File: src/rtl/complex_div_seq_pkg.sv
// Shared definitions for the sequential complex divider: FSM state encoding,
// default geometry and the width helpers that tie datapath sizes to WIDTH/FRAC.
package complex_div_seq_pkg;

    // Controller states, 3-bit encoding
    typedef enum logic [2:0] {
        ST_IDLE = 3'd0,
        ST_PREP = 3'd1,
        ST_DIV  = 3'd2,
        ST_SIGN = 3'd3,
        ST_DONE = 3'd4
    } state_e;

    localparam int DEF_WIDTH = 8;
    localparam int DEF_FRAC  = 8;

    // Signed numerator width: sum of two WIDTH x WIDTH products plus one guard bit
    function automatic int num_w(input int width);
        return 2 * width + 1;
    endfunction

    // Unsigned denominator width: bR^2 + bI^2
    function automatic int den_w(input int width);
        return 2 * width + 1;
    endfunction

    // Scaled numerator magnitude width: |n| fits 2*WIDTH bits, shifted left by FRAC
    function automatic int mag_w(input int width, input int frac);
        return 2 * width + frac;
    endfunction

    // Number of restoring steps: one per bit of the scaled magnitude
    function automatic int iter_n(input int width, input int frac);
        return 2 * width + frac;
    endfunction

    // Signed quotient component width
    function automatic int out_w(input int width, input int frac);
        return width + frac + 1;
    endfunction

    // Counter width able to hold 0 .. n
    function automatic int cnt_w(input int n);
        return $clog2(n + 1);
    endfunction

    localparam int ITER = iter_n(DEF_WIDTH, DEF_FRAC);

endpackage

File: src/rtl/complex_div_seq_udiv_step.sv
// One restoring-division step: shift the next dividend bit into the partial
// remainder, subtract the divisor when it fits, emit the quotient bit.
// The incoming remainder is always smaller than the divisor, so the outgoing
// remainder fits the same width.
module complex_div_seq_udiv_step
    import complex_div_seq_pkg::*;
#(
    parameter int DEN_W = den_w(DEF_WIDTH)
) (
    input  logic [DEN_W-1:0] rem_i,
    input  logic             bit_i,
    input  logic [DEN_W-1:0] den_i,
    output logic [DEN_W-1:0] rem_o,
    output logic             q_o
);

    logic [DEN_W:0]   trial_s;
    logic [DEN_W+1:0] diff_s;
    logic             fits_s;
    logic             unused_diff_s;

    // Trial subtraction; the extra top bit of diff_s is the borrow
    always_comb begin
        trial_s = {rem_i, bit_i};
        diff_s  = {1'b0, trial_s} - {2'b00, den_i};
        fits_s  = ~diff_s[DEN_W+1];
        if (fits_s) begin
            rem_o = diff_s[DEN_W-1:0];
        end else begin
            rem_o = trial_s[DEN_W-1:0];
        end
        q_o = fits_s;
    end

    // When the subtraction is taken the result is below den, so this bit is always 0
    assign unused_diff_s = diff_s[DEN_W];

endmodule

File: src/rtl/complex_div_seq.sv
// Sequential complex divider q = a / b = a*conj(b) / |b|^2.
// Operands are accepted on a valid/ready handshake, the numerator and |b|^2
// are formed in one cycle, then two restoring lanes (real, imag) share one
// step counter and one denominator register, producing one quotient bit per
// cycle each. Signs are re-applied in a final cycle (truncation toward zero).
module complex_div_seq
    import complex_div_seq_pkg::*;
#(
    parameter  int WIDTH = 8,
    parameter  int FRAC  = 8,
    localparam int OUT_W = WIDTH + FRAC + 1
) (
    input  logic             clk,
    input  logic             rst,
    input  logic             inValid,
    output logic             inReady,
    input  logic [WIDTH-1:0] aReal,
    input  logic [WIDTH-1:0] aImag,
    input  logic [WIDTH-1:0] bReal,
    input  logic [WIDTH-1:0] bImag,
    output logic             outValid,
    input  logic             outReady,
    output logic [OUT_W-1:0] outReal,
    output logic [OUT_W-1:0] outImag,
    output logic             divByZero
);

    localparam int PROD_W = 2 * WIDTH;
    localparam int ABS_W  = 2 * WIDTH;
    localparam int NUM_W  = num_w(WIDTH);
    localparam int DEN_W  = den_w(WIDTH);
    localparam int MAG_W  = mag_w(WIDTH, FRAC);
    localparam int ITER_N = iter_n(WIDTH, FRAC);
    localparam int CNT_W  = cnt_w(ITER_N);

    // Controller and handshake registers
    state_e             state_q;
    logic               in_ready_q;
    logic               out_valid_q;
    logic [OUT_W-1:0]   out_real_q;
    logic [OUT_W-1:0]   out_imag_q;
    logic               div_by_zero_q;
    logic [CNT_W-1:0]   cnt_q;

    // Operand registers
    logic signed [WIDTH-1:0] a_r_q;
    logic signed [WIDTH-1:0] a_i_q;
    logic signed [WIDTH-1:0] b_r_q;
    logic signed [WIDTH-1:0] b_i_q;

    // Division lanes: the magnitude register shifts dividend bits out at the
    // top and collects quotient bits at the bottom
    logic [MAG_W-1:0]   mag_r_q;
    logic [MAG_W-1:0]   mag_i_q;
    logic [DEN_W-1:0]   rem_r_q;
    logic [DEN_W-1:0]   rem_i_q;
    logic [DEN_W-1:0]   den_q;
    logic               neg_r_q;
    logic               neg_i_q;

    // Combinational datapath
    logic signed [PROD_W-1:0] p_arbr_s;
    logic signed [PROD_W-1:0] p_aibi_s;
    logic signed [PROD_W-1:0] p_aibr_s;
    logic signed [PROD_W-1:0] p_arbi_s;
    logic signed [PROD_W-1:0] p_brbr_s;
    logic signed [PROD_W-1:0] p_bibi_s;
    logic signed [NUM_W-1:0]  nr_s;
    logic signed [NUM_W-1:0]  ni_s;
    logic [DEN_W-1:0]         den_s;
    logic [ABS_W-1:0]         nr_abs_s;
    logic [ABS_W-1:0]         ni_abs_s;
    logic [MAG_W-1:0]         load_r_s;
    logic [MAG_W-1:0]         load_i_s;
    logic [DEN_W-1:0]         rem_r_d;
    logic [DEN_W-1:0]         rem_i_d;
    logic                     qbit_r_s;
    logic                     qbit_i_s;
    logic [MAG_W-1:0]         mag_r_d;
    logic [MAG_W-1:0]         mag_i_d;
    logic [OUT_W-1:0]         res_r_d;
    logic [OUT_W-1:0]         res_i_d;

    // Numerator a*conj(b) and denominator |b|^2 from the registered operands
    always_comb begin
        p_arbr_s = PROD_W'(a_r_q) * PROD_W'(b_r_q);
        p_aibi_s = PROD_W'(a_i_q) * PROD_W'(b_i_q);
        p_aibr_s = PROD_W'(a_i_q) * PROD_W'(b_r_q);
        p_arbi_s = PROD_W'(a_r_q) * PROD_W'(b_i_q);
        p_brbr_s = PROD_W'(b_r_q) * PROD_W'(b_r_q);
        p_bibi_s = PROD_W'(b_i_q) * PROD_W'(b_i_q);
        nr_s     = NUM_W'(p_arbr_s) + NUM_W'(p_aibi_s);
        ni_s     = NUM_W'(p_aibr_s) - NUM_W'(p_arbi_s);
        den_s    = DEN_W'(NUM_W'(p_brbr_s) + NUM_W'(p_bibi_s));
    end

    // Magnitudes of the numerator; |n| <= 2^(2*WIDTH-1) so 2*WIDTH bits suffice
    always_comb begin
        if (nr_s[NUM_W-1]) begin
            nr_abs_s = ~nr_s[ABS_W-1:0] + ABS_W'(1);
        end else begin
            nr_abs_s = nr_s[ABS_W-1:0];
        end
        if (ni_s[NUM_W-1]) begin
            ni_abs_s = ~ni_s[ABS_W-1:0] + ABS_W'(1);
        end else begin
            ni_abs_s = ni_s[ABS_W-1:0];
        end
        load_r_s = {nr_abs_s, {FRAC{1'b0}}};
        load_i_s = {ni_abs_s, {FRAC{1'b0}}};
    end

    complex_div_seq_udiv_step #(
        .DEN_W (DEN_W)
    ) u_step_re (
        .rem_i (rem_r_q),
        .bit_i (mag_r_q[MAG_W-1]),
        .den_i (den_q),
        .rem_o (rem_r_d),
        .q_o   (qbit_r_s)
    );

    complex_div_seq_udiv_step #(
        .DEN_W (DEN_W)
    ) u_step_im (
        .rem_i (rem_i_q),
        .bit_i (mag_i_q[MAG_W-1]),
        .den_i (den_q),
        .rem_o (rem_i_d),
        .q_o   (qbit_i_s)
    );

    // Next lane contents during DIV and the signed results applied in SIGN.
    // The quotient magnitude never exceeds |a|/|b| * 2^FRAC, which fits OUT_W-1 bits.
    always_comb begin
        mag_r_d = {mag_r_q[MAG_W-2:0], qbit_r_s};
        mag_i_d = {mag_i_q[MAG_W-2:0], qbit_i_s};
        if (neg_r_q) begin
            res_r_d = ~mag_r_q[OUT_W-1:0] + OUT_W'(1);
        end else begin
            res_r_d = mag_r_q[OUT_W-1:0];
        end
        if (neg_i_q) begin
            res_i_d = ~mag_i_q[OUT_W-1:0] + OUT_W'(1);
        end else begin
            res_i_d = mag_i_q[OUT_W-1:0];
        end
    end

    // Controller FSM with all datapath state and registered outputs
    always_ff @(posedge clk or posedge rst) begin
        if (rst) begin
            state_q       <= ST_IDLE;
            in_ready_q    <= 1'b0;
            out_valid_q   <= 1'b0;
            out_real_q    <= {OUT_W{1'b0}};
            out_imag_q    <= {OUT_W{1'b0}};
            div_by_zero_q <= 1'b0;
            cnt_q         <= {CNT_W{1'b0}};
            a_r_q         <= {WIDTH{1'b0}};
            a_i_q         <= {WIDTH{1'b0}};
            b_r_q         <= {WIDTH{1'b0}};
            b_i_q         <= {WIDTH{1'b0}};
            mag_r_q       <= {MAG_W{1'b0}};
            mag_i_q       <= {MAG_W{1'b0}};
            rem_r_q       <= {DEN_W{1'b0}};
            rem_i_q       <= {DEN_W{1'b0}};
            den_q         <= {DEN_W{1'b0}};
            neg_r_q       <= 1'b0;
            neg_i_q       <= 1'b0;
        end else begin
            case (state_q)
                ST_IDLE: begin
                    if (inValid && in_ready_q) begin
                        a_r_q      <= aReal;
                        a_i_q      <= aImag;
                        b_r_q      <= bReal;
                        b_i_q      <= bImag;
                        in_ready_q <= 1'b0;
                        state_q    <= ST_PREP;
                    end else begin
                        in_ready_q <= 1'b1;
                    end
                end
                ST_PREP: begin
                    if (den_s == {DEN_W{1'b0}}) begin
                        out_real_q    <= {OUT_W{1'b0}};
                        out_imag_q    <= {OUT_W{1'b0}};
                        div_by_zero_q <= 1'b1;
                        out_valid_q   <= 1'b1;
                        state_q       <= ST_DONE;
                    end else begin
                        mag_r_q <= load_r_s;
                        mag_i_q <= load_i_s;
                        rem_r_q <= {DEN_W{1'b0}};
                        rem_i_q <= {DEN_W{1'b0}};
                        den_q   <= den_s;
                        neg_r_q <= nr_s[NUM_W-1];
                        neg_i_q <= ni_s[NUM_W-1];
                        cnt_q   <= CNT_W'(ITER_N - 1);
                        state_q <= ST_DIV;
                    end
                end
                ST_DIV: begin
                    mag_r_q <= mag_r_d;
                    mag_i_q <= mag_i_d;
                    rem_r_q <= rem_r_d;
                    rem_i_q <= rem_i_d;
                    if (cnt_q == CNT_W'(0)) begin
                        state_q <= ST_SIGN;
                    end else begin
                        cnt_q <= cnt_q - CNT_W'(1);
                    end
                end
                ST_SIGN: begin
                    out_real_q    <= res_r_d;
                    out_imag_q    <= res_i_d;
                    div_by_zero_q <= 1'b0;
                    out_valid_q   <= 1'b1;
                    state_q       <= ST_DONE;
                end
                ST_DONE: begin
                    // Hold the result until the consumer takes it
                    if (outReady) begin
                        out_valid_q   <= 1'b0;
                        div_by_zero_q <= 1'b0;
                        in_ready_q    <= 1'b1;
                        state_q       <= ST_IDLE;
                    end else begin
                        out_valid_q   <= 1'b1;
                    end
                end
                default: begin
                    in_ready_q  <= 1'b0;
                    out_valid_q <= 1'b0;
                    state_q     <= ST_IDLE;
                end
            endcase
        end
    end

    assign inReady   = in_ready_q;
    assign outValid  = out_valid_q;
    assign outReal   = out_real_q;
    assign outImag   = out_imag_q;
    assign divByZero = div_by_zero_q;

endmodule

File: config.mk
export PLATFORM = sky130hd
export DESIGN_NAME = complex_div_seq
export DESIGN_NICKNAME = d
export VERILOG_FILES = /design/src/rtl/complex_div_seq_pkg.sv /design/src/rtl/complex_div_seq_udiv_step.sv /design/src/rtl/complex_div_seq.sv
export SDC_FILE = /design/constraint.sdc
export NUM_CORES = 1
export LEC_CHECK = 0
export CELL_PAD_IN_SITES_DETAIL_PLACEMENT = 1
export CELL_PAD_IN_SITES_GLOBAL_PLACEMENT = 2
export CORE_ASPECT_RATIO = 0.7
export CORE_MARGIN = 5
export CORE_UTILIZATION = 24
export CTS_CLUSTER_SIZE = 20
export DETAILED_ROUTE_END_ITERATION = 8
export HOLD_SLACK_MARGIN = 0.03
export PLACE_DENSITY = 0.62
export SYNTH_ARGS = -nofsm -noshare
export SYNTH_HDL_FRONTEND = slang
export SYNTH_SLANG_ARGS = --single-unit
File: constraint.sdc
create_clock -name clk -period 11.1 [get_ports clk]
set_clock_uncertainty 0.05 [all_clocks]
set_input_delay 2.22 -clock clk [delete_from_list [all_inputs] [get_ports clk]]
set_output_delay 2.22 -clock clk [all_outputs]
set_load 0.01 [all_outputs]
# After elaboration in Yosys (flattened, before gate mapping)
# Index checks and enable logic that the tools add are counted.
[classes] muxes=32 n_bitwise=9 eq_ne=10 mul=6 reduce_logical=18 addsub=10
[ops] op="$pmux W17 S2" count=4
[ops] op="$mux W17" count=6
[ops] op="$mul A8 B8 Y16" count=6
[ops] op="$pmux W24 S2" count=2
[ops] op="$mux W24" count=2
[ops] op="$sub A18 B17 Y19" count=2
[ops] op="$add A16 B16 Y17" count=2
[ops] op="$add A17 B1 Y17 const B" count=2
[ops] op="$not A17 Y17" count=2
[ops] op="$add A16 B1 Y16 const B" count=2
[ops] op="$mux W16" count=2
[ops] op="$not A16 Y16" count=2
[ops] op="$logic_not A17 Y1" count=1
[ops] op="$sub A16 B16 Y17" count=1
[ops] op="$pmux W3 S5" count=1
[ops] op="$mux W3" count=4
[ops] op="$ne A2 B2 Y1 const B" count=6
[ops] op="$reduce_and A2 Y1" count=6
[ops] op="$mux W5" count=2
[ops] op="$pmux W5 S2" count=1
[ops] op="$reduce_and A3 Y1" count=3
[ops] op="$eq A3 B2 Y1 const B" count=2
[ops] op="$pmux W1 S3" count=2
[ops] op="$logic_not A5 Y1" count=1
[ops] op="other kinds (12)" count=21
[word_totals] regBits=178 output_inout_bits=37 elab_cells=103 input_bits=36

# Logic depth before layout (Yosys ltp)
# Gate-level depths: netlist of the first run.
[depth] depth_word=7 depth_mapped=27 depth_no_buf=24

# By module
# From an unflattened synthesis of the first run, not the netlist that was laid out.
[hier_totals] hier_cells=2790 area_unflattened_um2=25964.9
[modules_own_cells] module="complex_div_seq" seq_area_each_um2=4454.3 n_inst=1 cells_each=2442 area_each_um2=23745.3
[modules_own_cells] module="complex_div_seq_udiv_step" seq_area_each_um2=0.0 n_inst=2 cells_each=174 area_each_um2=1109.8

# Least setup slack after synthesis of the first run
# No wires, ideal clock.
[synth_path] path_type="register -> register" start="reg b_i_q[7]" end="reg out_real_q[8] (netlist: outReal[8])" path_slack_ns=4.103 synth_period_minus_slack_ns=6.997 arrival_ns=6.826 required_ns=10.929 n_path_buf=1 setup_time_ns=0.121 path_stages_with_launch=24 cell_sequence="dfrtp_1 clkinv_1 nor2_1 xnor2_1 ha_1 a31o_2 fa_1 fa_1 fa_1 fa_1 inv_1 fa_1 inv_1 ha_1 or2_2 a21oi_1 o311ai_1 nor3_1 nand4_1 or4_4 nor2_1 o21ai_2 buf_2 a22o_1"
[synth_via] elab_chain_cells=5
[synth_lines] element="from (decl)" line_no="complex_div_seq.sv:49" rtl="logic signed [WIDTH-1:0] b_i_q;"
[synth_lines] element="from (signal assigned)" line_no="complex_div_seq.sv:163" rtl="b_i_q <= {WIDTH{1'b0}};"
[synth_lines] element="from (signal assigned)" line_no="complex_div_seq.sv:178" rtl="b_i_q <= bImag;"
[synth_lines] element="$mul A8 B8 Y16" line_no="complex_div_seq.sv:91" rtl="p_bibi_s = PROD_W'(b_i_q) * PROD_W'(b_i_q);"
[synth_lines] element="$add A16 B16 Y17" line_no="complex_div_seq.sv:94" rtl="den_s = DEN_W'(NUM_W'(p_brbr_s) + NUM_W'(p_bibi_s));"
[synth_lines] element="$logic_not A17 Y1" line_no="complex_div_seq.sv:186" rtl="if (den_s == {DEN_W{1'b0}}) begin"
[synth_lines] element="$ne A2 B2 Y1 (no source line)"
[synth_lines] element="$reduce_and A2 Y1 (no source line)"
[synth_lines] element="to (signal assigned)" line_no="complex_div_seq.sv:156" rtl="out_real_q <= {OUT_W{1'b0}};"
[synth_lines] element="to (signal assigned)" line_no="complex_div_seq.sv:187" rtl="out_real_q <= {OUT_W{1'b0}};"
[synth_lines] element="to (signal assigned)" line_no="complex_div_seq.sv:216" rtl="out_real_q <= res_r_d;"
[synth_lines] element="to (decl)" line_no="complex_div_seq.sv:40" rtl="logic [OUT_W-1:0] out_real_q;"
# Every way passes these cells.
# A chain may end at the register's enable or synchronous reset.

# Worst setup path in the final report of the first run
[layout_path] start="reg b_i_q[0]" end="reg mag_r_q[18]"
[layout_via] elab_chain_cells=7 word_cells_on_any_way=12 classes_between="add/sub: 3; mul: 2; eq/ne: 1; mux: 3; bitwise: 1; reduce/logical: 2"
[layout_lines] element="$mul A8 B8 Y16" line_no="complex_div_seq.sv:87" rtl="p_aibi_s = PROD_W'(a_i_q) * PROD_W'(b_i_q);"
[layout_lines] element="$add A16 B16 Y17" line_no="complex_div_seq.sv:92" rtl="nr_s = NUM_W'(p_arbr_s) + NUM_W'(p_aibi_s);"
[layout_lines] element="$not A16 Y16" line_no="complex_div_seq.sv:100" rtl="nr_abs_s = ~nr_s[ABS_W-1:0] + ABS_W'(1);"
[layout_lines] element="$add A16 B1 Y16" line_no="complex_div_seq.sv:100"
[layout_lines] element="$mux W16" line_no="complex_div_seq.sv:99" rtl="if (nr_s[NUM_W-1]) begin"
[layout_lines] element="$mux W24" line_no="complex_div_seq.sv:186"
[layout_lines] element="$pmux W24 S2" line_no="complex_div_seq.sv:172" rtl="case (state_q)"
[layout_lines] element="to (signal assigned)" line_no="complex_div_seq.sv:164" rtl="mag_r_q <= {MAG_W{1'b0}};"
[layout_lines] element="to (signal assigned)" line_no="complex_div_seq.sv:193" rtl="mag_r_q <= load_r_s;"
[layout_lines] element="to (signal assigned)" line_no="complex_div_seq.sv:205" rtl="mag_r_q <= mag_r_d;"
[layout_lines] element="to (decl)" line_no="complex_div_seq.sv:53" rtl="logic [MAG_W-1:0] mag_r_q;"
# Parallel ways exist; a longest one is shown, timed or not. The select of a mux whose other input is x is not followed.

==> results of run 1 <==
metrics by stage:
stage | cell area (µm²) | hold slack, ns | worst slack (ns) | utilization | std cells
floorplan | 25600 | 0.399 | 4.00 | - | 2737
global placement | 27900 | 0.416 | 2.98 | 0.263 | 4159
detailed placement | 27900 | 0.425 | 2.96 | 0.263 | 4159
CTS | 28500 | 0.443 | 2.91 | 0.268 | 4189
global route | 28500 | 0.469 | 2.46 | 0.268 | 4189
finish | 28500 | 0.439 | 2.96 | 0.269 | 4191
flip-flops by register name, summed over array words and instances, names as in the netlist, 17 cells and up:
register  flops
mag_i_q      24
rem_i_q      17
mag_r_q      24
rem_r_q      17
outImag      17
den_q        17
outReal      17
metal layers:
metal	track usage	vias to the layer above	wire, µm
li1	-	8699	-
met1	0.211	9460	40700
met2	0.190	159	30700
met3	0.0178	29	1890
met4	0.0207	0	580
met5	0	-	0
cell type report:
cell class              count  area [µm²]
diodes                      2        5.00
clock buffers              19         443
clock inverters            11         101
fillers                 12400       77600
inverters                 517        1950
multi-input cells        1930       18800
flip-flops and latches    178        4450
well taps                1428        1790
repair buffers            106         976
cell families (layout without fill, tap and decap cells):
logic type	Yosys count	in the layout	synth area share
and+or+nand+nor	702	702	0.135
buffers and inverters	629	653	0.0934
xor gates and xnor gates	153	153	0.0526
adders and majority gates	608	608	0.415
AOI/OAI and AO/OA	412	412	0.108
DFF	178	178	0.174
muxes	55	55	0.0228
other	0	2	0
worst reg2reg max path: stages, from the launching register on:
cell	delay, ns
dfrtp_1	0.35
inv_1	0.14
nor2_1	0.74
xnor2_1	0.17
ha_1	0.23
a31o_2	0.22
fa_1	0.50
fa_1	0.57
fa_1	0.43
fa_1	0.49
inv_1	0.05
fa_1	0.48
inv_1	0.04
ha_1	0.34
or2_2	0.33
a21oi_1	0.30
o311ai_1	0.18
nor3_1	0.21
nand4_1	0.16
or4_4	0.56
o21ai_4	0.71
buf_4	0.51
nand3_1	0.17
o211ai_1	0.12
cells in the mapped netlist, types with 31 or more instances:
master / number / area share
clkbuf_1: 98 / 0.014
nand2_1: 251 / 0.037
and2_1: 176 / 0.043
inv_1: 515 / 0.076
xor2_1: 31 / 0.011
nand3_1: 35 / 0.0068
a21oi_1: 57 / 0.011
dfrtp_1: 178 / 0.17
nor2_1: 110 / 0.016
a22o_1: 34 / 0.012
o21ai_0: 125 / 0.024
xnor2_1: 121 / 0.041
ha_1: 208 / 0.10
fa_1: 400 / 0.31
final timing paths:
path | startpoint | to | slack (ns) | cells after the start
min reg2reg | den_q[9]$_DFFE_PP0P_ | den_q[9]$_DFFE_PP0P_ | 0.44 | 2
max | b_i_q[0]$_DFFE_PP0P_ | mag_r_q[18]$_DFFE_PP0P_ | 2.96 | 23
max in group asynchronous | rst | a_r_q[5]$_DFFE_PP0P_ | 6.87 | 4
min | den_q[9]$_DFFE_PP0P_ | den_q[9]$_DFFE_PP0P_ | 0.44 | 2
min in group asynchronous | rst | a_i_q[0]$_DFFE_PP0P_ | 2.13 | 2
max reg2reg | b_i_q[0]$_DFFE_PP0P_ | mag_r_q[18]$_DFFE_PP0P_ | 2.96 | 23
==> results.md, run 1 <==
* Cells after synthesis at 2737
* Period utilization at 0.733
* DR iter-0 viols at 742
* Worst Max-Slew Pin Slew at 0.949 ns
* DP HPWL at 58900 µm
* CTS Buf Count at 17
* Post-CTS Setup Repair Bufs at 0
* FMAX at 123 MHz
* Share of cells above drive strength 1 at 0.0424
* Die width at 400 µm
* IO Pins at 73
* Post-synth cell types at 78
* Initial Utilization at 0.241
* Crit path required time at 11.47 ns
* Core Footprint at 106000 µm²
* Buffers on Ports at 72
* Critical path's top delay family: adder cells
* Clock Path Buffers at 2
* Worst path buffer plus inverter count at 4
* Unrepaired setup endpoints after global routing: no
* # rows at 100
* Initial antenna violation count at 3
* Die footprint at 113000 µm²
* Slowest stage delay, CP at 0.74 ns
* Worst slew margin at 0.367
* Slew Viols, Final at 0
* Worst Path Max Fanout at 39
* CTS-repair resized insts at 0
* Total Neg Setup Slack at 0 ns
* CTS Root Buffer Type: clkbuf_16
* Worst-Skew Late Latency at 0.50 ns
* Crit-path cells: inv_1 -> nor2_1 -> xnor2_1 -> ha_1 -> a31o_2 -> fa_1 -> fa_1 -> fa_1 -> fa_1 -> inv_1 -> fa_1 -> inv_1 -> ha_1 -> or2_2 -> a21oi_1 -> o311ai_1 -> nor3_1 -> nand4_1 -> or4_4 -> o21ai_4 -> buf_4 -> nand3_1 -> o211ai_1
* GP Congestion at 0.780
* Post-synth EDFFs at 0
* H-Tree Depth at 4
* DIE HEIGHT at 283 µm
* CTS tree: built
* CP dominant cell by count: fa_1
* Sequential-to-total area share from yosys stat at 0.174
* Setup violations, final at 0
* Max_cap viols at 0
* Antenna viol nets, final at 0
* Most common cell after layout, fill and taps aside: inv_1
* Routed WL per cell at 17.6 µm
* Drt total wl at 73900 µm
* First-pass GRT wire length at 118000 µm
* Total number of vias at 18.3k
* Hold crit path type: flip-flop to flip-flop
* CTS hold repair buffers at 0
* Post-Syn Area at 25600 µm²
* Top_reg_cell synth: dfrtp_1
* Vias per cell at 4.38
* Initial DRT Pass Iterations at 5
* Number of global-route vias before repair at 19.7k
* WP data arrival at 8.51 ns
* Status: finished, final reports clean
* Min Clock Period, post-route at 8.14 ns
* Post-synthesis async set-or-reset flop share at 1.00
* Worst-path clk slew at 0.08 ns
* Final Hold Vio Count at 0
* Worst path slowest cell: nor2_1
* Mapped Nets at 3381
* # nets final at 3394
* Syn Area/Cell at 9.35 µm²
* Commonest non-fill, non-tap cells in the layout: inv_1, fa_1, nand2_1
* All-Layer GR Usage at 0.132
* Largest net degree at the start of global routing at 67
* Clock sink count at 178
* DRC Markers at 0
* Startpoint types: flip-flop
* Layout area overhead at 11.3%
* Synthesized flop and latch total at 178
* Crit end category: flip-flop
* GRT Residual Overflow at 0
* Ys Warns at 0
* CP Class: flip-flop to flip-flop
Power of run 1 is not shown: default switching activity piles up to over one toggle a cycle in this logic, so the estimate is an artifact.
==> run 2: changes to the inputs <==
- clock period: 11.1 -> 7.9 ns (I/O delays scaled with it)
==> run 2 against run 1 <==
Sequential cell count unchanged. Register-to-register slack got worse by 2.4 ns. Wire length increased by 2.3%. Maximum frequency increased by 11%. Critical endpoint is now mag_r_q[17]$_DFFE_PP0P_. Sequential share of layout area decreased by 0.15 points. Utilization increased by 0.25 points. Cell count increased by 0.57%. Global-route usage increased by 0.33 points. Highest routed layer unchanged.
==> results.md, run 2 (synthesized netlist as in run 1, its figures left out) <==
* Status: finished, final reports clean (unchanged)
* IO Pins at 73 (unchanged)
* Crit path required time at 8.26 ns (was 11.47 ns)
* R2R depth at 22 (was 23)
* Hold crit path type: flip-flop to flip-flop (unchanged)
* Core Footprint at 106000 µm² (unchanged)
* Drt total wl at 75500 µm (was 73900 µm)
* Crit-path cells: buf_4 -> and2_1 -> ha_1 -> xnor2_1 -> ha_1 -> fa_1 -> fa_1 -> inv_1 -> fa_1 -> inv_1 -> fa_1 -> ha_1 -> a211oi_1 -> o21bai_1 -> a21oi_1 -> xor2_1 -> nand4_1 -> or4_4 -> o21ai_4 -> buf_12 -> nand3_1 -> o211ai_1 (was inv_1 -> nor2_1 -> xnor2_1 -> ha_1 -> a31o_2 -> fa_1 -> fa_1 -> fa_1 -> fa_1 -> inv_1 -> fa_1 -> inv_1 -> ha_1 -> or2_2 -> a21oi_1 -> o311ai_1 -> nor3_1 -> nand4_1 -> or4_4 -> o21ai_4 -> buf_4 -> nand3_1 -> o211ai_1)
* Startpoint types: flip-flop (unchanged)
* Worst Max-Slew Pin Slew at 0.938 ns (was 0.949 ns)
* Routed WL per cell at 17.9 µm (was 17.6 µm)
* # rows at 100 (unchanged)
* Initial antenna violation count at 7 (was 3)
* CTS hold repair buffers at 0 (unchanged)
* Period utilization at 0.931 (was 0.733)
* Setup violations, final at 0 (unchanged)
* Hold Path Cell Cnt at 2 (unchanged)
* Sink of the worst hold path: den_q[9]$_DFFE_PP0P_ (unchanged)
* Clock sink count at 178 (unchanged)
* FF-to-FF Start: b_r_q[3]$_DFFE_PP0P_ (was b_i_q[0]$_DFFE_PP0P_)
* Share of cells above drive strength 1 at 0.0500 (was 0.0424)
* DP HPWL at 60700 µm (was 58900 µm)
* FMAX at 136 MHz (was 123 MHz)
* Max_cap viols at 0 (unchanged)
* Initial Utilization at 0.241 (unchanged)
* Worst-path clk slew at 0.08 ns (about the same)
* CTS Buf Count at 17 (unchanged)
* CTS Root Buffer Type: clkbuf_16 (unchanged)
* Slew Viols, Final at 0 (unchanged)
* DR iter-0 viols at 831 (was 742)
* Min Clock Period, post-route at 7.35 ns (was 8.14 ns)
* Number of global-route vias before repair at 20.3k (was 19.7k)
* WP data arrival at 7.72 ns (was 8.51 ns)
* Total number of vias at 18.4k (was 18.3k)
* Hold Path Origin: den_q[9]$_DFFE_PP0P_ (unchanged)
* Die footprint at 113000 µm² (unchanged)
* Worst slew margin at 0.375 (was 0.367)
* # fillers at 12.3k (was 12.4k)
* Buffers on Ports at 72 (unchanged)
* Final Hold Vio Count at 0 (unchanged)
* Initial DRT Pass Iterations at 5 (unchanged)
* # nets final at 3413 (was 3394)
* Worst Path Max Fanout at 19 (was 39)
* Largest net degree at the start of global routing at 66 (was 67)
* Post-CTS Setup Repair Bufs at 0 (unchanged)
* Antenna viol nets, final at 0 (unchanged)
* Crit end category: flip-flop (unchanged)
* Total Neg Setup Slack at 0 ns (unchanged)
* GP Congestion at 0.773 (was 0.780)
* All-Layer GR Usage at 0.135 (was 0.132)
* Area of the multi-input gates at 18800 µm² (about the same)
* Most common cell after layout, fill and taps aside: inv_1 (unchanged)
* Die width at 400 µm (unchanged)
* CP Class: flip-flop to flip-flop (unchanged)
* Vias per cell at 4.37 (was 4.38)
* Unrepaired setup endpoints after global routing: no (unchanged)
* H-Tree Depth at 4 (unchanged)
* CP dominant cell by count: fa_1 (unchanged)
* GRT Residual Overflow at 0 (unchanged)
* CTS tree: built (unchanged)
* Worst R2R End: mag_r_q[17]$_DFFE_PP0P_ (was mag_r_q[18]$_DFFE_PP0P_)
* Top Registers: mag_i_q (24), mag_r_q (24) (unchanged)
* Reg-to-reg slack, setup at 0.55 ns (was 2.96 ns)
* Slowest stage delay, CP at 0.66 ns (was 0.74 ns)
* DIE HEIGHT at 283 µm (unchanged)
* Commonest non-fill, non-tap cells in the layout: inv_1, fa_1, nand2_1 (unchanged)
* DRC Markers at 0 (unchanged)
* Worst path slowest cell: dfrtp_1 (was nor2_1)
* Layout area overhead at 12.4% (was 11.3%)
* Worst-Skew Late Latency at 0.50 ns (about the same)
* FF/Latch Area at 4450 µm² (unchanged)
* Clock Path Buffers at 2 (unchanged)
* First-pass GRT wire length at 121000 µm (was 118000 µm)
-- run 2: cell types whose count changed in the layout (fill, tap and decap cells not counted), sizes merged --
cell and change:
buf +19, clkinvlp -3, diode +3, bufinv +2, clkinv +2, inv +2, clkbuf -1
-- run 2: worst max-delay path by stage --
stage	startpoint	endpoint	slack, ns	depth (start not counted)
2_1_floorplan	b_i_q[7]$_DFFE_PP0P_	outReal[8]$_DFFE_PP0P_	0.90	23
3_3_place_gp	b_i_q[7]$_DFFE_PP0P_	rem_r_q[11]$_DFFE_PP0P_	0.39	23
3_5_place_dp	b_i_q[7]$_DFFE_PP0P_	mag_r_q[18]$_DFFE_PP0P_	0.31	23
4_1_cts	b_i_q[7]$_DFFE_PP0P_	mag_r_q[17]$_DFFE_PP0P_	0.26	23
5_1_grt	b_r_q[7]$_DFFE_PP0P_	mag_r_q[10]$_DFFE_PP0P_	0.09	23
6_report	b_r_q[3]$_DFFE_PP0P_	mag_r_q[17]$_DFFE_PP0P_	0.55	22
-- run 2: final cells by class --
cell class                      count  area share
Antenna cell                        5    0.000435
Clock buffer                       18      0.0149
Clock inverter                     14     0.00670
Inverter                          517      0.0677
Multi-Input combinational cell   1930       0.653
Sequential cell                   178       0.155
Tap cell                         1428      0.0621
Timing Repair Buffer              125      0.0402
-- run 2: timing repair --
| action | CTS | global route |
|---|---|---|
| endpoints found under the hold margin | 0 | 0 |
| setup endpoints to repair | 0 | 100 |
| gates resized for setup | 0 | 1 |
-- run 2: worst max-delay path, delay by kind of cell, from the launching register on --
| kind | cells | cell delay (ns) |
|---|---|---|
| buffers and inverters | 4 | 0.71 |
| AOI/OAI and AO/OA | 5 | 1.50 |
| and+or+nand+nor | 4 | 1.03 |
| adders and majority gates | 7 | 2.83 |
| DFF | 1 | 0.66 |
| xor gates and xnor gates | 2 | 0.46 |
-- run 2: per-layer routing --
layer	wire length [µm]	up-vias	track usage
li1	-	8745	-
met2	31400	178	0.195
met1	41100	9476	0.217
met3	2400	29	0.0158
met4	608	0	0.0223
met5	0	-	0
-- run 2: stage by stage --
step / instance area (µm²) / std cells / setup WS [ns] / hold slack [ns] / util
final: 28800 / 4215 / 0.546 / 0.436 / 0.271
after CTS: 28700 / 4210 / 0.264 / 0.442 / 0.271
after floorplan: 25600 / 2737 / 0.903 / 0.399 / -
after global placement: 28100 / 4178 / 0.391 / 0.423 / 0.265
after global routing: 28700 / 4210 / 0.0901 / 0.468 / 0.271
after detailed placement: 28100 / 4178 / 0.307 / 0.424 / 0.265
Power of run 2 is left out for the same reason.
